`config.mk`:
```
export PLATFORM = sky130hd
export DESIGN_NAME = aes_round_ctrl_flat
export DESIGN_NICKNAME = d
export VERILOG_FILES = /design/src/rtl/aes_round_ctrl_pkg.sv /design/src/rtl/aes_round_ctrl_if.sv /design/src/rtl/aes_round_ctrl_cnt.sv /design/src/rtl/aes_round_ctrl.sv /design/src/flat_wrapper.sv
export SDC_FILE = /design/constraint.sdc
export NUM_CORES = 1
export LEC_CHECK = 0
export ABC_AREA = 1
export BUFFER_PORTS_ARGS = -buffer_cell sky130_fd_sc_hd__buf_2
export CAP_MARGIN = 15
export CORE_MARGIN = 1.5
export CORE_UTILIZATION = 59
export DETAILED_ROUTE_END_ITERATION = 7
export PLACE_DENSITY = 0.81
export SYNTH_ARGS = -nofsm -noshare
export SYNTH_HDL_FRONTEND = slang
export SYNTH_SLANG_ARGS = --single-unit
```
`constraint.sdc`:
```
create_clock -name clk -period 2.5 [get_ports clk]
set_input_delay 0.5 -clock clk [delete_from_list [all_inputs] [get_ports clk]]
set_output_delay 0.5 -clock clk [all_outputs]
set_load 0.03 [all_outputs]
```
`src/rtl/aes_round_ctrl_pkg.sv`:
```
// Shared types and constants for the AES round sequencer.
package aes_ctrl_pkg;

  typedef enum logic [2:0] {
    IDLE,
    LOAD,
    INIT,
    ROUND,
    LAST,
    DONE
  } state_e;

  localparam logic [1:0] KS_128 = 2'b00;
  localparam logic [1:0] KS_192 = 2'b01;
  localparam logic [1:0] KS_256 = 2'b10;

  localparam int NR_128 = 10;
  localparam int NR_192 = 12;
  localparam int NR_256 = 14;

  // Number of rounds for a key-size code; the illegal code maps to 0.
  function automatic logic [3:0] nr_of(input logic [1:0] key_size);
    logic [3:0] nr;
    case (key_size)
      KS_128:  nr = 4'(NR_128);
      KS_192:  nr = 4'(NR_192);
      KS_256:  nr = 4'(NR_256);
      default: nr = 4'd0;
    endcase
    return nr;
  endfunction

  // Only codes 00/01/10 name a real key size.
  function automatic logic key_legal(input logic [1:0] key_size);
    return key_size != 2'b11;
  endfunction

endpackage

```
`src/rtl/aes_round_ctrl_if.sv`:
```
// Handshake and strobe bundle between the round sequencer and its neighbours.
interface aes_round_ctrl_if #(
  parameter int RND_W = 4,
  parameter int CNT_W = 16
);

  logic             req_valid;
  logic             req_ready;
  logic [1:0]       key_size;
  logic             abort;
  logic             ks_valid;
  logic             ks_load;
  logic             ks_step;
  logic             dp_load;
  logic             dp_first;
  logic             dp_round;
  logic             dp_last;
  logic [RND_W-1:0] round_idx;
  logic             res_valid;
  logic             res_ready;
  logic             busy;
  logic             err;
  logic [CNT_W-1:0] op_count;

  // Requester / key scheduler / consumer side.
  modport master (
    output req_valid, key_size, abort, ks_valid, res_ready,
    input  req_ready, ks_load, ks_step, dp_load, dp_first, dp_round, dp_last,
           round_idx, res_valid, busy, err, op_count
  );

  // Sequencer side.
  modport slave (
    input  req_valid, key_size, abort, ks_valid, res_ready,
    output req_ready, ks_load, ks_step, dp_load, dp_first, dp_round, dp_last,
           round_idx, res_valid, busy, err, op_count
  );

endinterface

```
`src/rtl/aes_round_ctrl_cnt.sv`:
```
// Round counter: cleared between operations, stepped once per consumed round key.
module aes_round_cnt #(
  parameter int RND_W = 4
) (
  input  logic             clk,
  input  logic             rst_n,
  input  logic             clr_i,
  input  logic             en_i,
  input  logic [RND_W-1:0] nr_i,
  output logic [RND_W-1:0] round_idx_o,
  output logic             is_last_m1_o,
  output logic             is_last_o
);

  logic [RND_W-1:0] cnt_q;

  // Count up on each step; the count saturates at Nr so it can never run past the final round.
  always_ff @(posedge clk or negedge rst_n) begin
    if (!rst_n) begin
      cnt_q <= '0;
    end else if (clr_i) begin
      cnt_q <= '0;
    end else if (en_i && (cnt_q != nr_i)) begin
      cnt_q <= cnt_q + RND_W'(1);
    end
  end

  assign round_idx_o  = cnt_q;
  assign is_last_m1_o = (cnt_q + RND_W'(1)) == nr_i;
  assign is_last_o    = cnt_q == nr_i;

endmodule

```
`src/rtl/aes_round_ctrl.sv`:
```
// Sequencer for the shared iterative AES round datapath and its key scheduler.
module aes_round_ctrl
  import aes_ctrl_pkg::*;
#(
  parameter int RND_W = 4,
  parameter int CNT_W = 16
) (
  input  logic             clk,
  input  logic             rst_n,
  aes_round_ctrl_if.slave  bus
);

  state_e           state_q;
  logic [RND_W-1:0] nr_q;
  logic             req_ready_q;
  logic             busy_q;
  logic             res_valid_q;
  logic             err_q;
  logic [CNT_W-1:0] op_count_q;

  logic             accept;
  logic             abort_act;
  logic             cnt_clr;
  logic             cnt_en;
  logic [RND_W-1:0] round_idx;
  logic             is_last_m1;
  logic             is_last;

  logic             dp_load_d;
  logic             dp_first_d;
  logic             dp_round_d;
  logic             dp_last_d;
  logic             ks_load_d;
  logic             ks_step_d;

  // req_ready_q is high exactly in IDLE, so it doubles as the accept qualifier.
  assign accept    = req_ready_q && bus.req_valid;
  assign abort_act = bus.abort && (state_q != IDLE);

  // Strobes follow ks_valid in the same cycle, so they are decoded from the state register
  // rather than registered; abort silences every strobe in its cycle.
  always_comb begin
    dp_load_d  = 1'b0;
    dp_first_d = 1'b0;
    dp_round_d = 1'b0;
    dp_last_d  = 1'b0;
    ks_load_d  = 1'b0;
    ks_step_d  = 1'b0;
    if (!abort_act) begin
      case (state_q)
        LOAD: begin
          dp_load_d = 1'b1;
          ks_load_d = 1'b1;
        end
        INIT: begin
          dp_first_d = bus.ks_valid;
          ks_step_d  = bus.ks_valid;
        end
        ROUND: begin
          dp_round_d = bus.ks_valid;
          ks_step_d  = bus.ks_valid;
        end
        LAST: begin
          dp_last_d = bus.ks_valid && is_last;
        end
        default: begin
          dp_load_d = 1'b0;
        end
      endcase
    end
  end

  assign cnt_en  = ks_step_d;
  assign cnt_clr = abort_act || (state_q == LOAD) || ((state_q == DONE) && bus.res_ready);

  aes_round_cnt #(
    .RND_W(RND_W)
  ) u_cnt (
    .clk          (clk),
    .rst_n        (rst_n),
    .clr_i        (cnt_clr),
    .en_i         (cnt_en),
    .nr_i         (nr_q),
    .round_idx_o  (round_idx),
    .is_last_m1_o (is_last_m1),
    .is_last_o    (is_last)
  );

  // Main FSM with its registered handshake/status outputs and the saturating operation counter.
  always_ff @(posedge clk or negedge rst_n) begin
    if (!rst_n) begin
      state_q     <= IDLE;
      nr_q        <= '0;
      req_ready_q <= 1'b1;
      busy_q      <= 1'b0;
      res_valid_q <= 1'b0;
      err_q       <= 1'b0;
      op_count_q  <= '0;
    end else begin
      err_q <= 1'b0;
      if (abort_act) begin
        state_q     <= IDLE;
        req_ready_q <= 1'b1;
        busy_q      <= 1'b0;
        res_valid_q <= 1'b0;
      end else begin
        case (state_q)
          IDLE: begin
            if (accept) begin
              if (key_legal(bus.key_size)) begin
                nr_q        <= RND_W'(nr_of(bus.key_size));
                state_q     <= LOAD;
                req_ready_q <= 1'b0;
                busy_q      <= 1'b1;
              end else begin
                err_q <= 1'b1;
              end
            end
          end
          LOAD: begin
            state_q <= INIT;
          end
          INIT: begin
            if (bus.ks_valid) begin
              state_q <= ROUND;
            end
          end
          ROUND: begin
            if (bus.ks_valid && is_last_m1) begin
              state_q <= LAST;
            end
          end
          LAST: begin
            if (dp_last_d) begin
              state_q     <= DONE;
              res_valid_q <= 1'b1;
            end
          end
          DONE: begin
            if (bus.res_ready) begin
              state_q     <= IDLE;
              res_valid_q <= 1'b0;
              req_ready_q <= 1'b1;
              busy_q      <= 1'b0;
              if (op_count_q != {CNT_W{1'b1}}) begin
                op_count_q <= op_count_q + CNT_W'(1);
              end
            end
          end
          default: begin
            state_q     <= IDLE;
            req_ready_q <= 1'b1;
            busy_q      <= 1'b0;
            res_valid_q <= 1'b0;
          end
        endcase
      end
    end
  end

  assign bus.req_ready = req_ready_q;
  assign bus.busy      = busy_q;
  assign bus.res_valid = res_valid_q;
  assign bus.err       = err_q;
  assign bus.op_count  = op_count_q;
  assign bus.round_idx = round_idx;
  assign bus.dp_load   = dp_load_d;
  assign bus.dp_first  = dp_first_d;
  assign bus.dp_round  = dp_round_d;
  assign bus.dp_last   = dp_last_d;
  assign bus.ks_load   = ks_load_d;
  assign bus.ks_step   = ks_step_d;

endmodule
```
`src/flat_wrapper.sv`:
```
// flat-port wrapper written by rule: the top's interface ports become plain ports
module aes_round_ctrl_flat import aes_ctrl_pkg::*;
#(
  parameter int RND_W = 4,
  parameter int CNT_W = 16
)
  (clk, rst_n, bus_req_valid, bus_key_size, bus_abort, bus_ks_valid, bus_res_ready, bus_req_ready, bus_ks_load, bus_ks_step, bus_dp_load, bus_dp_first, bus_dp_round, bus_dp_last, bus_round_idx, bus_res_valid, bus_busy, bus_err, bus_op_count);
  aes_round_ctrl_if #(.RND_W(RND_W), .CNT_W(CNT_W)) bus_i ();
  input  logic clk;
  input  logic rst_n;
  input wire logic [$bits(bus_i.req_valid)-1:0] bus_req_valid;
  input wire logic [$bits(bus_i.key_size)-1:0] bus_key_size;
  input wire logic [$bits(bus_i.abort)-1:0] bus_abort;
  input wire logic [$bits(bus_i.ks_valid)-1:0] bus_ks_valid;
  input wire logic [$bits(bus_i.res_ready)-1:0] bus_res_ready;
  output wire logic [$bits(bus_i.req_ready)-1:0] bus_req_ready;
  output wire logic [$bits(bus_i.ks_load)-1:0] bus_ks_load;
  output wire logic [$bits(bus_i.ks_step)-1:0] bus_ks_step;
  output wire logic [$bits(bus_i.dp_load)-1:0] bus_dp_load;
  output wire logic [$bits(bus_i.dp_first)-1:0] bus_dp_first;
  output wire logic [$bits(bus_i.dp_round)-1:0] bus_dp_round;
  output wire logic [$bits(bus_i.dp_last)-1:0] bus_dp_last;
  output wire logic [$bits(bus_i.round_idx)-1:0] bus_round_idx;
  output wire logic [$bits(bus_i.res_valid)-1:0] bus_res_valid;
  output wire logic [$bits(bus_i.busy)-1:0] bus_busy;
  output wire logic [$bits(bus_i.err)-1:0] bus_err;
  output wire logic [$bits(bus_i.op_count)-1:0] bus_op_count;
  assign bus_i.req_valid = bus_req_valid;
  assign bus_i.key_size = bus_key_size;
  assign bus_i.abort = bus_abort;
  assign bus_i.ks_valid = bus_ks_valid;
  assign bus_i.res_ready = bus_res_ready;
  assign bus_req_ready = bus_i.req_ready;
  assign bus_ks_load = bus_i.ks_load;
  assign bus_ks_step = bus_i.ks_step;
  assign bus_dp_load = bus_i.dp_load;
  assign bus_dp_first = bus_i.dp_first;
  assign bus_dp_round = bus_i.dp_round;
  assign bus_dp_last = bus_i.dp_last;
  assign bus_round_idx = bus_i.round_idx;
  assign bus_res_valid = bus_i.res_valid;
  assign bus_busy = bus_i.busy;
  assign bus_err = bus_i.err;
  assign bus_op_count = bus_i.op_count;
  aes_round_ctrl #(.RND_W(RND_W), .CNT_W(CNT_W)) u_core (.clk(clk), .rst_n(rst_n), .bus(bus_i));
endmodule
```
==> impl_metrics.py, run 1 <==
metrics = {
    "synth": {
        "post-synth-top-area-cell": "dfrtp_1",
        "synth_fp_nets": 263,
        "synth_area_per_cell_um2": 7.93,
        "synth-seq-cells": 30,
        "synth_edf_count": 0,
        "synth.area.top_cells": "dfrtp_1 (37%), nand2_1 (13%), nor2_1 (4.6%)",
        "ys_seq_area_share_pct": 38.1,
        "syn_inst": 249,
        "synth_ff_type": "dfrtp_1",
        "ys_warn_count": 0,
        "async_reset_ff_share_pct": 100,
        "ys_types": 35,
        "synth.most_common_cell": "nand2_1",
        "synth_top_area_share_pct": 36.7,
        "netlist_area_mm2": 0.00198,
        "synthTopCellsByCount": "nand2_1 (71), dfrtp_1 (29), nor2_1 (24)",
    },
    "route": {
        "antenna_left": 0,
        "wl_per_cell_um": 12.0,
        "viasPerCell": 5.24,
        "met2WireLength_mm": 1.98,
        "wl_met3_um": 212,
        "drc_errors": 0,
        "dr.max_layer_used": "met4",
        "drt-total-wl_mm": 4.01,
        "vias": 1754,
        "drt_iter0_drc": 191,
        "drtPass1Iterations": 5,
        "wl_met1_mm": 1.74,
    },
    "clock_tree": {
        "cts_sinks": 30,
        "postCtsHoldBufs": 0,
        "post-cts-setup-buffer-count": 0,
        "root_buffer": "clkbuf_4",
        "cts.path.max_buffers": 2,
        "cts_tree": "yes",
        "cts-buffers-inserted": 5,
        "path_clk_slew_ps": 100,
        "htreeDepth": 2,
        "post_cts_resize_count": 0,
        "clk-insertion-delay-late_ps": 340,
    },
    "sta": {
        "rsz0062_at_grt": "no",
        "tns_ps": 0,
        "holdWs_ps": 181,
        "final-hold-violation-count": 0,
        "period_needed_ps": 2300,
        "skew_ps": 12.7,
        "fin_ws_ps": 198,
        "relSlewSlack_pct": 54.8,
        "max_freq_ghz": 0.434,
        "final-setup-viol-count": 0,
        "fin_crit_sh_pct": 92.1,
        "tightest_slew_ps": 678,
        "slew_viol_final": 0,
    },
    "placed_design": {
        "dp_hpwl_mm": 3.04,
        "port_buffers": 37,
        "gp_congestion": 0.866,
        "post-place-ws_ps": 586,
    },
    "flow_run": {
        "maxCapViolCount": 0,
    },
    "layout": {
        "utilization_pct": 71.8,
        "layout.nets": 304,
        "insertedDiodeCount": 0,
        "syn2layout_area_growth_pct": 13.7,
        "drive_above_1_share_pct": 25.1,
    },
    "die": {
        "die_h_um": 60.9,
        "die_area_mm2": 0.00370,
        "ioPinCount": 38,
        "core-area_mm2": 0.00313,
        "initial_core_util_pct": 63.2,
        "die_x_um": 60.9,
        "rows": 20,
    },
    "global_routing": {
        "grt_pass1_wl_mm": 6.56,
        "grt.total_usage_pct": 24.3,
        "grt_pass1_vias": 1562,
        "grt-ovfl-total": 0,
        "grt_max_degree": 31,
        "antenna_found_initial": 0,
    },
    "critical_path": {
        "r2r_setup_slack_ps": 810,
        "cp-start-kind": "register",
        "path_class": "reg2out",
        "crit_fanout": 5,
        "worstPathArrival_ps": 1800,
        "cp.required_ps": 2000,
        "crit_path_end_kind": "output port",
        "ff2ff_path_depth": 9,
    },
    "pwr": {
        "p_leak_nw": 1.25,
        "power_w": 0.00182,
        "cellPowerDensity_mw_per_mm2": 811,
        "irDropWorstVdd_mv": 0.531,
    },
    "status": {
        "status": "finished, final reports clean",
    },
    "min_path": {
        "hold_path_class": "in2async",
    },
}
[kinds of logic (layout without fill, tap and decap cells)]
group           after synthesis  after routing  share of synthesized area [%]
fa+ha+maj                     6              6                           3.80
buf+inv                      32             74                           7.16
simple gates                145            145                           37.4
flops                        30             30                           38.1
compound gates               20             20                           5.76
xor+xnor                     16             16                           7.85
[layout make-up]
type	instances	area, µm²
tap	44	55.1
clock buffer	7	55.1
multi-input combinational	187	1080
inverter	29	111
clock inverter	1	5.00
timing repair buffer	37	185
fill	268	882
sequential	30	752
[worst paths after layout]
check / from / end
hold reg to reg: u_core.bus.res_valid / u_core.bus.res_valid
setup reg to reg: u_core.state_q[1] / u_core.bus.op_count[6]
setup / recovery: u_core.state_q[1] / bus_dp_last
min in group clk: bus_req_valid / u_core.bus.err
max in group asynchronous: rst_n / u_core.bus.op_count[7]
hold / removal: rst_n / u_core.u_cnt.round_idx_o[2]
[worst max-delay path: stages (launching register included)]
cell and delay [ps]:
dfrtp_1 430, inv_2 130, nand2_4 90, inv_1 60
nand2_1 60, nor2_1 270, inv_1 120, nor2_1 110
buf_2 200
[layer usage]
layer | global-route usage [%] | up-vias
met5 | 0 | -
met4 | 9.63 | 0
met3 | 5.97 | 11
met2 | 41.5 | 60
met1 | 29.4 | 805
li1 | - | 878
[through the flow]
| stage | instances | instance area, µm² |
|---|---|---|
| global route | 335 | 2250 |
| finish | 335 | 2250 |
| detailed placement | 327 | 2190 |
| global placement | 327 | 2190 |
| CTS | 335 | 2250 |
| floorplan | 249 | 1980 |
[where the power goes]
| part | internal (W) | total, W | switching (W) |
|---|---|---|---|
| clock | 0.000136 | 0.000309 | 0.000173 |
| combinational | 0.000263 | 0.000831 | 0.000568 |
| sequential | 0.000582 | 0.000682 | 0.000100 |
[registers in the layout, indices dropped and copies added, names as in the netlist]
name,flops
u_core.bus.req_ready,1
u_core.bus.busy,1
u_core.bus.err,1
u_core.bus.res_valid,1
u_core.nr_q,3
u_core.u_cnt.round_idx_o,4
u_core.state_q,3
u_core.bus.op_count,16
[cell usage in the layout, fill, tap and decap left out, types with 3 or more instances in the layout]
cell type and n:
buf_2 37, nand3_2 3, nand4_1 3, nand2_1 71
dfrtp_1 29, o21ai_0 10, inv_1 23, inv_2 5
nand3_1 16, xor2_1 9, clkbuf_4 5, nor3_4 3
nand2_2 4, nand2_4 4, xnor2_1 5, nor2_1 24
ha_1 6, nor3_1 8
(Power assumes the default switching activity.)
==> inputs of run 2 (changes only) <==
--- a/config.mk
+++ b/config.mk
@@ -8,6 +8,7 @@
 export ABC_AREA = 1
 export BUFFER_PORTS_ARGS = -buffer_cell sky130_fd_sc_hd__buf_2
 export CAP_MARGIN = 15
+export CORE_ASPECT_RATIO = 1.4
 export CORE_MARGIN = 1.5
 export CORE_UTILIZATION = 59
 export DETAILED_ROUTE_END_ITERATION = 7
==> run 2 against run 1 <==
Clock skew is 4.1 ps lower. Sequential power barely moved. Critical path depth unchanged. Global-route usage increased by 0.76 points. Via count fell by 2.1%. Register-to-register slack barely moved. Clock power grew 28%. First-iteration DRC count shrank 73%. Cell count fell by 1.5%. Setup slack better by 91 ps. Critical endpoint unchanged. Largest cell class unchanged.
==> impl_metrics.py, run 2 (same netlist as run 1, synthesis figures left out) <==
metrics = {
    "status": {
        "status": "finished, final reports clean",
    },
    "global_routing": {
        "grt_pass1_vias": 1630,
        "grt_max_degree": 31,
        "grt.total_usage_pct": 25.0,
        "grt-ovfl-total": 0,
        "grt_pass1_wl_mm": 6.93,
        "antenna_found_initial": 0,
    },
    "sta": {
        "relSlewSlack_pct": 54.1,
        "fin_crit_sh_pct": 88.5,
        "period_needed_ps": 2210,
        "max_freq_ghz": 0.452,
        "tns_ps": 0,
        "final-setup-viol-count": 0,
        "final-hold-violation-count": 0,
        "skew_ps": 8.56,
        "slew_viol_final": 0,
        "rsz0062_at_grt": "no",
        "tightest_slew_ps": 689,
    },
    "route": {
        "drtPass1Iterations": 4,
        "drt_iter0_drc": 51,
        "viasPerCell": 5.21,
        "drt-total-wl_mm": 4.05,
        "met2WireLength_mm": 2.19,
        "dr.max_layer_used": "met4",
        "wl_met1_mm": 1.66,
        "wl_per_cell_um": 12.3,
        "antenna_left": 0,
        "wl_met3_um": 161,
        "drc_errors": 0,
        "vias": 1718,
    },
    "layout": {
        "insertedDiodeCount": 0,
        "syn2layout_area_growth_pct": 14.9,
        "utilization_pct": 72.0,
        "drive_above_1_share_pct": 25.1,
        "layout_common_cells": "nand2_1 (71), buf_2 (37), dfrtp_1 (29)",
        "layout.nets": 304,
        "largest_register_ffs": 16,
        "final_area_mm2": 0.00227,
        "final_common_cell": "nand2_1",
    },
    "critical_path": {
        "reg2reg_to": "u_core.state_q[0]",
        "cp-start-kind": "register",
        "cp.required_ps": 2000,
        "reg2reg_from": "u_core.u_cnt.round_idx_o[0]",
        "ff2ff_path_depth": 11,
        "worstPathArrival_ps": 1710,
        "cp.depth": 8,
        "path_delay_family": "simple AND/OR/NAND/NOR gates",
        "crit_end": "bus_dp_last",
        "crit_path_end_kind": "output port",
        "r2r_setup_slack_ps": 800,
        "cp_slowest_cell": "dfrtp_1",
        "cp_num_buf_inv": 4,
        "crit_fanout": 5,
        "max_stage_delay_ps": 410,
        "crit_start": "u_core.state_q[1]",
        "path_class": "reg2out",
        "path_cells": "inv_2, nand2_4, inv_1, nand2_1, nor2_1, inv_1, nor2_1, buf_2",
    },
    "flow_run": {
        "maxCapViolCount": 0,
    },
    "clock_tree": {
        "postCtsHoldBufs": 0,
        "root_buffer": "clkbuf_8",
        "cts_sinks": 30,
        "htreeDepth": 2,
        "post_cts_resize_count": 0,
        "cts_tree": "yes",
        "cts.path.max_buffers": 2,
        "path_clk_slew_ps": 70,
        "post-cts-setup-buffer-count": 0,
        "clk-insertion-delay-late_ps": 280,
        "cts-buffers-inserted": 5,
    },
    "die": {
        "die_x_um": 51.9,
        "core-area_mm2": 0.00315,
        "die_h_um": 71.5,
        "ioPinCount": 38,
        "die_area_mm2": 0.00371,
        "rows": 24,
        "initial_core_util_pct": 62.7,
    },
    "placed_design": {
        "placed_area_mm2": 0.00218,
        "port_buffers": 37,
        "gp_congestion": 0.867,
        "dp_hpwl_mm": 3.09,
    },
    "pwr": {
        "power_w": 0.00190,
        "p_leak_nw": 1.26,
        "cellPowerDensity_mw_per_mm2": 836,
        "irDropWorstVdd_mv": 0.701,
    },
    "min_path": {
        "hold_path_class": "in2async",
    },
}
run 2: cell counts in the layout (fill, tap and decap cells not counted):
Identical to the previous run, type by type.
run 2: worst min-delay path by stage:
stage	end	depth (start not counted)	from	slack, ps
finish	u_core.u_cnt.round_idx_o[2]	1	rst_n	250
global placement	u_core.bus.res_valid	1	u_core.bus.res_valid	460
floorplan	u_core.bus.busy	0	rst_n	200
CTS	u_core.u_cnt.round_idx_o[2]	1	rst_n	280
global route	u_core.u_cnt.round_idx_o[2]	1	rst_n	320
detailed placement	u_core.bus.res_valid	1	u_core.bus.res_valid	470
run 2: stage by stage:
step	setup slack, ps	hold slack [ps]	cells
5_1_grt	116	321	330
3_5_place_dp	591	472	322
4_1_cts	290	280	330
3_3_place_gp	627	464	322
6_report	288	253	330
2_1_floorplan	110	204	249
run 2: power breakdown:
group          total [W]  internal (W)  switching (W)  leakage, nW
Combinational   0.000823      0.000262       0.000561        0.815
Sequential      0.000679      0.000583      0.0000956        0.397
Clock           0.000397      0.000222       0.000176       0.0482
Total            0.00190       0.00107       0.000832         1.26
run 2: layer usage:
layer / global-route usage [%] / vias up
met3: 4.38 / 4
met1: 28.5 / 794
li1: - / 878
met4: 8.19 / 0
met5: 0 / -
met2: 45.9 / 42
run 2: final cells by class:
cell class,instances,area (µm²)
multi-input cells,187,1080
fillers,264,882
flip-flops and latches,30,752
repair buffers,37,185
inverters,29,111
clock buffers,7,86.3
well taps,39,48.8
clock inverters,1,5.00
